$ cat src/rtl/flit_in_fifo.sv
`default_nettype none
// ============================================================================
// Module   : flit_in_fifo
// Brief    : Parametrised first-word-fall-through input flit buffer for the
//            NoC router, with occupancy status and a sticky overflow flag.
// Revision : 1.0 - initial parametrised release
// ============================================================================
module flit_in_fifo #(
    parameter int FLIT_W   = 20,
    parameter int TAG_W    = 4,
    parameter int DEPTH    = 40,
    parameter int ADDR_W   = 6,
    parameter int CNT_W    = 7,
    parameter int AF_LEVEL = 36
) (
    input  logic                    clk,
    input  logic                    rst,
    input  logic                    in_valid,
    output logic                    in_ready,
    input  logic [FLIT_W-1:0]       datain,
    output logic                    out_valid,
    input  logic                    out_ready,
    output logic [FLIT_W-TAG_W-1:0] out_payload,
    output logic [TAG_W-1:0]        out_tag,
    output logic [CNT_W-1:0]        count,
    output logic                    full,
    output logic                    empty,
    output logic                    almost_full,
    output logic                    overflow,
    input  logic                    clr_ovf
);

    localparam logic [CNT_W-1:0]  C_DEPTH    = CNT_W'(DEPTH);
    localparam logic [CNT_W-1:0]  C_AF_LEVEL = CNT_W'(AF_LEVEL);
    localparam logic [ADDR_W-1:0] C_LAST_PTR = ADDR_W'(DEPTH - 1);

    logic [FLIT_W-1:0] mem [DEPTH];

    logic [ADDR_W-1:0] wr_ptr_q, wr_ptr_d;
    logic [ADDR_W-1:0] rd_ptr_q, rd_ptr_d;
    logic [CNT_W-1:0]  count_q,  count_d;
    logic              overflow_q, overflow_d;

    logic              w_full;
    logic              w_empty;
    logic              w_push;
    logic              w_pop;
    logic              w_drop;
    logic [FLIT_W-1:0] w_head;

    // All status is decoded from the registered count only, so neither
    // handshake side has a combinational path into the other.
    assign w_full  = (count_q == C_DEPTH);
    assign w_empty = (count_q == '0);
    assign w_push  = in_valid && !w_full;
    assign w_pop   = out_ready && !w_empty;
    assign w_drop  = in_valid && w_full;

    always_comb begin
        wr_ptr_d   = wr_ptr_q;
        rd_ptr_d   = rd_ptr_q;
        count_d    = count_q;
        overflow_d = overflow_q;

        // DEPTH need not be a power of two, so wrap by explicit compare.
        if (w_push) begin
            wr_ptr_d = (wr_ptr_q == C_LAST_PTR) ? '0 : wr_ptr_q + ADDR_W'(1);
        end
        if (w_pop) begin
            rd_ptr_d = (rd_ptr_q == C_LAST_PTR) ? '0 : rd_ptr_q + ADDR_W'(1);
        end

        case ({w_push, w_pop})
            2'b10:   count_d = count_q + CNT_W'(1);
            2'b01:   count_d = count_q - CNT_W'(1);
            default: count_d = count_q;
        endcase

        // A drop in the same cycle as a clear must leave the flag set.
        if (w_drop) begin
            overflow_d = 1'b1;
        end else if (clr_ovf) begin
            overflow_d = 1'b0;
        end
    end

    always_ff @(posedge clk or negedge rst) begin
        if (!rst) begin
            wr_ptr_q   <= '0;
            rd_ptr_q   <= '0;
            count_q    <= '0;
            overflow_q <= 1'b0;
        end else begin
            wr_ptr_q   <= wr_ptr_d;
            rd_ptr_q   <= rd_ptr_d;
            count_q    <= count_d;
            overflow_q <= overflow_d;
        end
    end

    // Storage is deliberately not reset; datain is only sampled on a push.
    always_ff @(posedge clk) begin
        if (w_push && rst) begin
            mem[wr_ptr_q] <= datain;
        end
    end

    assign w_head = w_empty ? '0 : mem[rd_ptr_q];

    assign out_payload = w_head[FLIT_W-1:TAG_W];
    assign out_tag     = w_head[TAG_W-1:0];
    assign in_ready    = !w_full;
    assign out_valid   = !w_empty;
    assign full        = w_full;
    assign empty       = w_empty;
    assign almost_full = (count_q >= C_AF_LEVEL);
    assign count       = count_q;
    assign overflow    = overflow_q;

endmodule
`default_nettype wire

$ cat config.mk
export PLATFORM = sky130hd
export DESIGN_NAME = flit_in_fifo
export DESIGN_NICKNAME = d
export VERILOG_FILES = /design/src/rtl/flit_in_fifo.sv
export SDC_FILE = /design/constraint.sdc
export NUM_CORES = 1
export LEC_CHECK = 0
export CORE_UTILIZATION = 57
export CTS_CLUSTER_SIZE = 10
export DETAILED_ROUTE_END_ITERATION = 6
export PLACE_DENSITY_LB_ADDON = 0.12
export SLEW_MARGIN = 0
export SYNTH_ARGS = -nofsm -noshare
export SYNTH_HDL_FRONTEND = slang
export SYNTH_SLANG_ARGS = --single-unit
$ cat constraint.sdc
create_clock -name clk -period 8.3 [get_ports clk]
set_clock_uncertainty 0.2 [all_clocks]
set_input_delay 1.66 -clock clk [delete_from_list [all_inputs] [get_ports clk]]
set_output_delay 1.66 -clock clk [all_outputs]
set_load 0.05 [all_outputs]
## Word-level counts from Yosys, hierarchy flattened

Memories as Yosys holds them, arrays and structs flattened.
Index checks and enable logic that the tools add are counted.

| storage, ports and cells | value |
|---|---|
| memories | 1 |
| memory bits (writable) | 800 |
| output and inout bits | 33 |
| logic and storage cells | 32 |
| flip-flop bits (word level) | 20 |
| input bits | 25 |

Memories:

| name | words | width | read ports | clocked after Yosys merged registers in | write ports | line | text |
|---|---|---|---|---|---|---|---|
| mem | 40 | 20 | 1 | 0 | 1 | 37 | `logic [FLIT_W-1:0] mem [DEPTH];` |

| operators by class | value |
|---|---|
| multiplexer cells | 8 |
| equal/unequal tests | 5 |
| magnitude comparators | 1 |
| add/sub/neg operators | 4 |
| reductions and logical operators | 9 |

Operators by type and width:

| cell | count |
|---|---|
| $mux W20 | 1 |
| $pmux W7 S2 | 1 |
| $add A6 B1 Y6 const B | 2 |
| $eq A6 B6 Y1 const B | 2 |
| $mux W6 | 2 |
| $add A7 B1 Y7 const B | 1 |
| $eq A7 B6 Y1 const B | 1 |
| $ge A7 B6 Y1 const B | 1 |
| $logic_not A7 Y1 | 1 |
| $sub A7 B1 Y7 const B | 1 |
| $logic_and A1 B1 Y1 | 4 |
| $mux W1 | 4 |
| $reduce_bool A2 Y1 | 2 |
| $eq A2 B1 Y1 const B | 1 |
| $eq A2 B2 Y1 const B | 1 |
| $logic_not A1 Y1 | 2 |

## Depth between registers and ports, before layout

| logic depth | value |
|---|---|
| depth after elaboration | 6 |
| depth in mapped cells | 14 |
| gate-level depth less buffers | 11 |

## Worst setup path before layout

No wires, ideal clock.

| timing | value |
|---|---|
| path type | flip-flop to output port |
| from | register count_q[1], in the netlist count[1] |
| to | output out_payload[10] |
| path slack | 2.487 ns |
| path buffers | 2 |
| data required time | 6.440 ns |
| cell stages (with the launch flop) | 7 |
| arrival | 3.953 ns |
| cells stage by stage | dfrtp_1 > buf_4 > or4_4 > or4_4 > inv_1 > buf_2 > a2111oi_0 |

| on the way | value |
|---|---|
| cells in the longest elaborated chain, start to end | 2 |

RTL lines:

| what | line | text |
|---|---|---|
| start, declared | 41 | `logic [CNT_W-1:0] count_q, count_d;` |
| start signal, assigned | 96 | `count_q <= count_d;` |
| $logic_not A7 Y1 | 54 | `assign w_empty = (count_q == '0);` |
| via empty | 27 | `output logic empty,` |
| $mux W20 | 108 | `assign w_head = w_empty ? '0 : mem[rd_ptr_q];` |
| end, declared | 23 | `output logic [FLIT_W-TAG_W-1:0] out_payload,` |

The timed path passes the listed nets, and every way through them passes these cells.

## Worst setup path after layout

| timing | value |
|---|---|
| from | register rd_ptr_q[1] |
| to | output out_payload[15] |

| on the way | value |
|---|---|
| cells in the longest elaborated chain, start to end | 2 |

RTL lines:

| what | line | text |
|---|---|---|
| start, declared | 40 | `logic [ADDR_W-1:0] rd_ptr_q, rd_ptr_d;` |
| start signal, assigned | 95 | `rd_ptr_q <= rd_ptr_d;` |
| $mem_v2 Z40 W20 | n/a |  |
| $mux W20 | 108 |  |

No other way between the ends.

==> metrics.cfg <==
[clocking]
clockRootBuffer = clkbuf_16
ctsHoldBuffers = 0
post_cts_buffers = 0
htreeDepth = 3
worstSkewPairLatency_ns = 0.63
clkTransAtPathRegs_ns = 0.05
cts.sinks = 820
cts_buffers = 92
cts_resized = 0
cts_buffer_depth = 3
cts_tree = built

[timing]
max_clock_freq_ghz = 0.147
relSlewSlack_pct = 15.6
rsz0062_at_grt = false
slew_viol_final = 0
fin_crit_sh_pct = 81.8
setup_violations = 0
finalCriticalPeriod_ns = 6.79
tightest_slew_ns = 1.27
setup_tns_ns = 0
hold_viol_final = 0

[placement]
portBuffers = 57
numPlacedInstances = 2361
placed_area_um2 = 33700
place_hpwl_mm = 40.0
place_congestion = 0.791

[floorplan]
ios = 58
coreArea_um2 = 55300
die_w_um = 239
die_h_um = 239
die_area_um2 = 57200
rows = 86
start_util_pct = 58.0

[global_route]
met1_usage_pct = 36.2
grt_util_met2_pct = 41.7
grt_pass1_vias = 16200
grt_max_degree = 117
busiest_layer = met2
grt_remaining_overflow = 0
antenna_found_initial = 0
grtUsageTotal_pct = 26.0
use_met3_pct = 4.95
grt_pass1_wl_mm = 106

[status]
status = finished, final reports clean

[power]
power.density_nw_per_um2 = 338
peakVddDrop_uv = 279
leakagePower_nw = 11.8

[setup_path]
crit_path_end_kind = output pin
ff2ff_path_depth = 11
worstSetupPathType = flip-flop to output pin
crit_path_max_fanout = 51
critPathRequiredTime_ns = 6.44
critPathLaunchType = flip-flop
cp_data_arrival_time_ns = 4.93

[detailed_routing]
dr.pass1.iters = 5
drc = 0
antenna_left = 0
drt_iter0_markers = 1534
num_vias = 15800
wl_mm = 71.8
wl_per_cell_um = 28.8
drt-vias-per-instance = 6.36

[yosys]
synth.ff_latch_count = 820
synth.distinct_cells = 52
yosys.area.top_type_share_pct = 74.9
syn_inst = 1581
synthTopCellsByArea = edfxtp_1, mux4_2, mux2i_1, dfrtp_1, o22ai_1
synth_edf_count = 800
synth_warnings = 0
syn_area_per_cell_um2 = 20.3
syn_area_um2 = 32100
syn-num-nets = 1611
yosysSeqAreaShare_pct = 76.5
ys_async_sr_fraction_pct = 2.44
yosysTopAreaCell = edfxtp_1
synth-main-ff-cell = edfxtp_1

[final_layout]
drive_gt1_share_pct = 21.4
synthToLayoutAreaGrowth_pct = 13.0
nets = 1737
fin_cells = 2492
design_area_um2 = 36200

[run]
drv_cap = 0

[worst_hold_path]
min_path_cells = 1
hold_class = flip-flop to flip-flop

==> synth_stat cells, drive strengths merged (14+ instances only) <==
cell type	n
or4	15
mux2	29
edfxtp	800
a22oi	28
mux2i	154
a22o	14
o22ai	54
dfrtp	20
a211oi	16
clkbuf	33
and3	14
nor2	58
nand2	32
buf	57
mux4	126
a21oi	23
==> report_power, final <==
part / switching, mW / internal [mW] / leakage [nW]
logic: 2.20 / 1.52 / 3.13
registers: 0.268 / 4.70 / 7.43
clock network: 1.48 / 2.08 / 1.24
total: 3.95 / 8.30 / 11.8
==> metrics by stage <==
stage,util [%],power (mW),setup slack (ns),hold slack (ns)
floorplan,-,7.66,2.49,0.319
global placement,60.9,8.76,2.16,0.303
detailed placement,60.9,8.79,2.15,0.302
CTS,65.5,12.3,1.46,0.319
global route,65.5,12.7,1.32,0.344
finish,65.5,12.2,1.51,0.315
==> layer usage <==
layer	up-vias	routed length, um
li1	6786	-
met1	8274	29200
met2	663	35100
met3	124	5260
met4	0	2250
met5	-	0
==> state kept, by name, summed over array words and instances (netlist names) <==
name      cells
count         7
mem         800
overflow      1
rd_ptr_q      6
wr_ptr_q      6
==> area by class of cell <==
class                   count  area (um^2)
clock inverters             5         53.8
well taps                 748          936
repair buffers            122         1080
flip-flops and latches    820        24500
clock buffers             125         2510
fillers                  3718        19100
diodes                      1         2.50
multi-input cells         662         7070
inverters                   9         33.8
==> cell usage in the layout (no fill, tap or decap), types with 16 or more instances in the layout <==
cell               n
edfxtp_1         800
mux2i_1          154
mux4_2           126
clkbuf_16         96
buf_4             63
clkdlybuf4s50_1   57
o22ai_1           54
nor2_2            34
nand2_1           32
clkbuf_1          29
a22oi_1           28
mux2_2            27
a21oi_1           23
nor2_1            18
dfrtp_1           17
a211oi_1          16
==> critical path, cell delays in order (launching register included) <==
cell	delay [ns]
dfrtp_4	1.05
buf_4	0.55
mux4_2	0.58
mux2i_1	0.15
nor2_1	0.10
nor4_1	0.81
a2111oi_0	0.21
clkdlybuf4s50_1	0.79
==> path summary, 6_finish.rpt <==
kind,from,endpoint,slack [ns]
worst max-delay path,rd_ptr_q[1]$_DFFE_PN0P_,out_payload[15],1.51
worst min-delay path,overflow$_DFFE_PN0P_,overflow$_DFFE_PN0P_,0.32
worst max register to register,count[2]$_DFFE_PN0P_,count[6]$_DFFE_PN0P_,4.56
max in group asynchronous,rst,rd_ptr_q[0]$_DFFE_PN0P_,6.41
worst min register to register,overflow$_DFFE_PN0P_,overflow$_DFFE_PN0P_,0.32
min in group asynchronous,rst,rd_ptr_q[3]$_DFFE_PN0P_,1.20
==> logic make-up (layout without fill, tap and decap cells) <==
| family | after synthesis | after routing | share of synthesized area (%) |
|---|---|---|---|
| flip-flops | 820 | 820 | 76.5 |
| multiplexers | 309 | 309 | 14.7 |
| AND/OR/NAND/NOR | 169 | 169 | 2.76 |
| AO/OA/AOI/OAI | 167 | 167 | 3.68 |
| buffers and inverters | 99 | 261 | 1.83 |
| XOR/XNOR | 12 | 12 | 0.328 |
| adder cells (fa/ha/maj) | 5 | 5 | 0.195 |
| other | 0 | 1 | 0 |
Note: power is estimated with default switching activity, not from simulation.
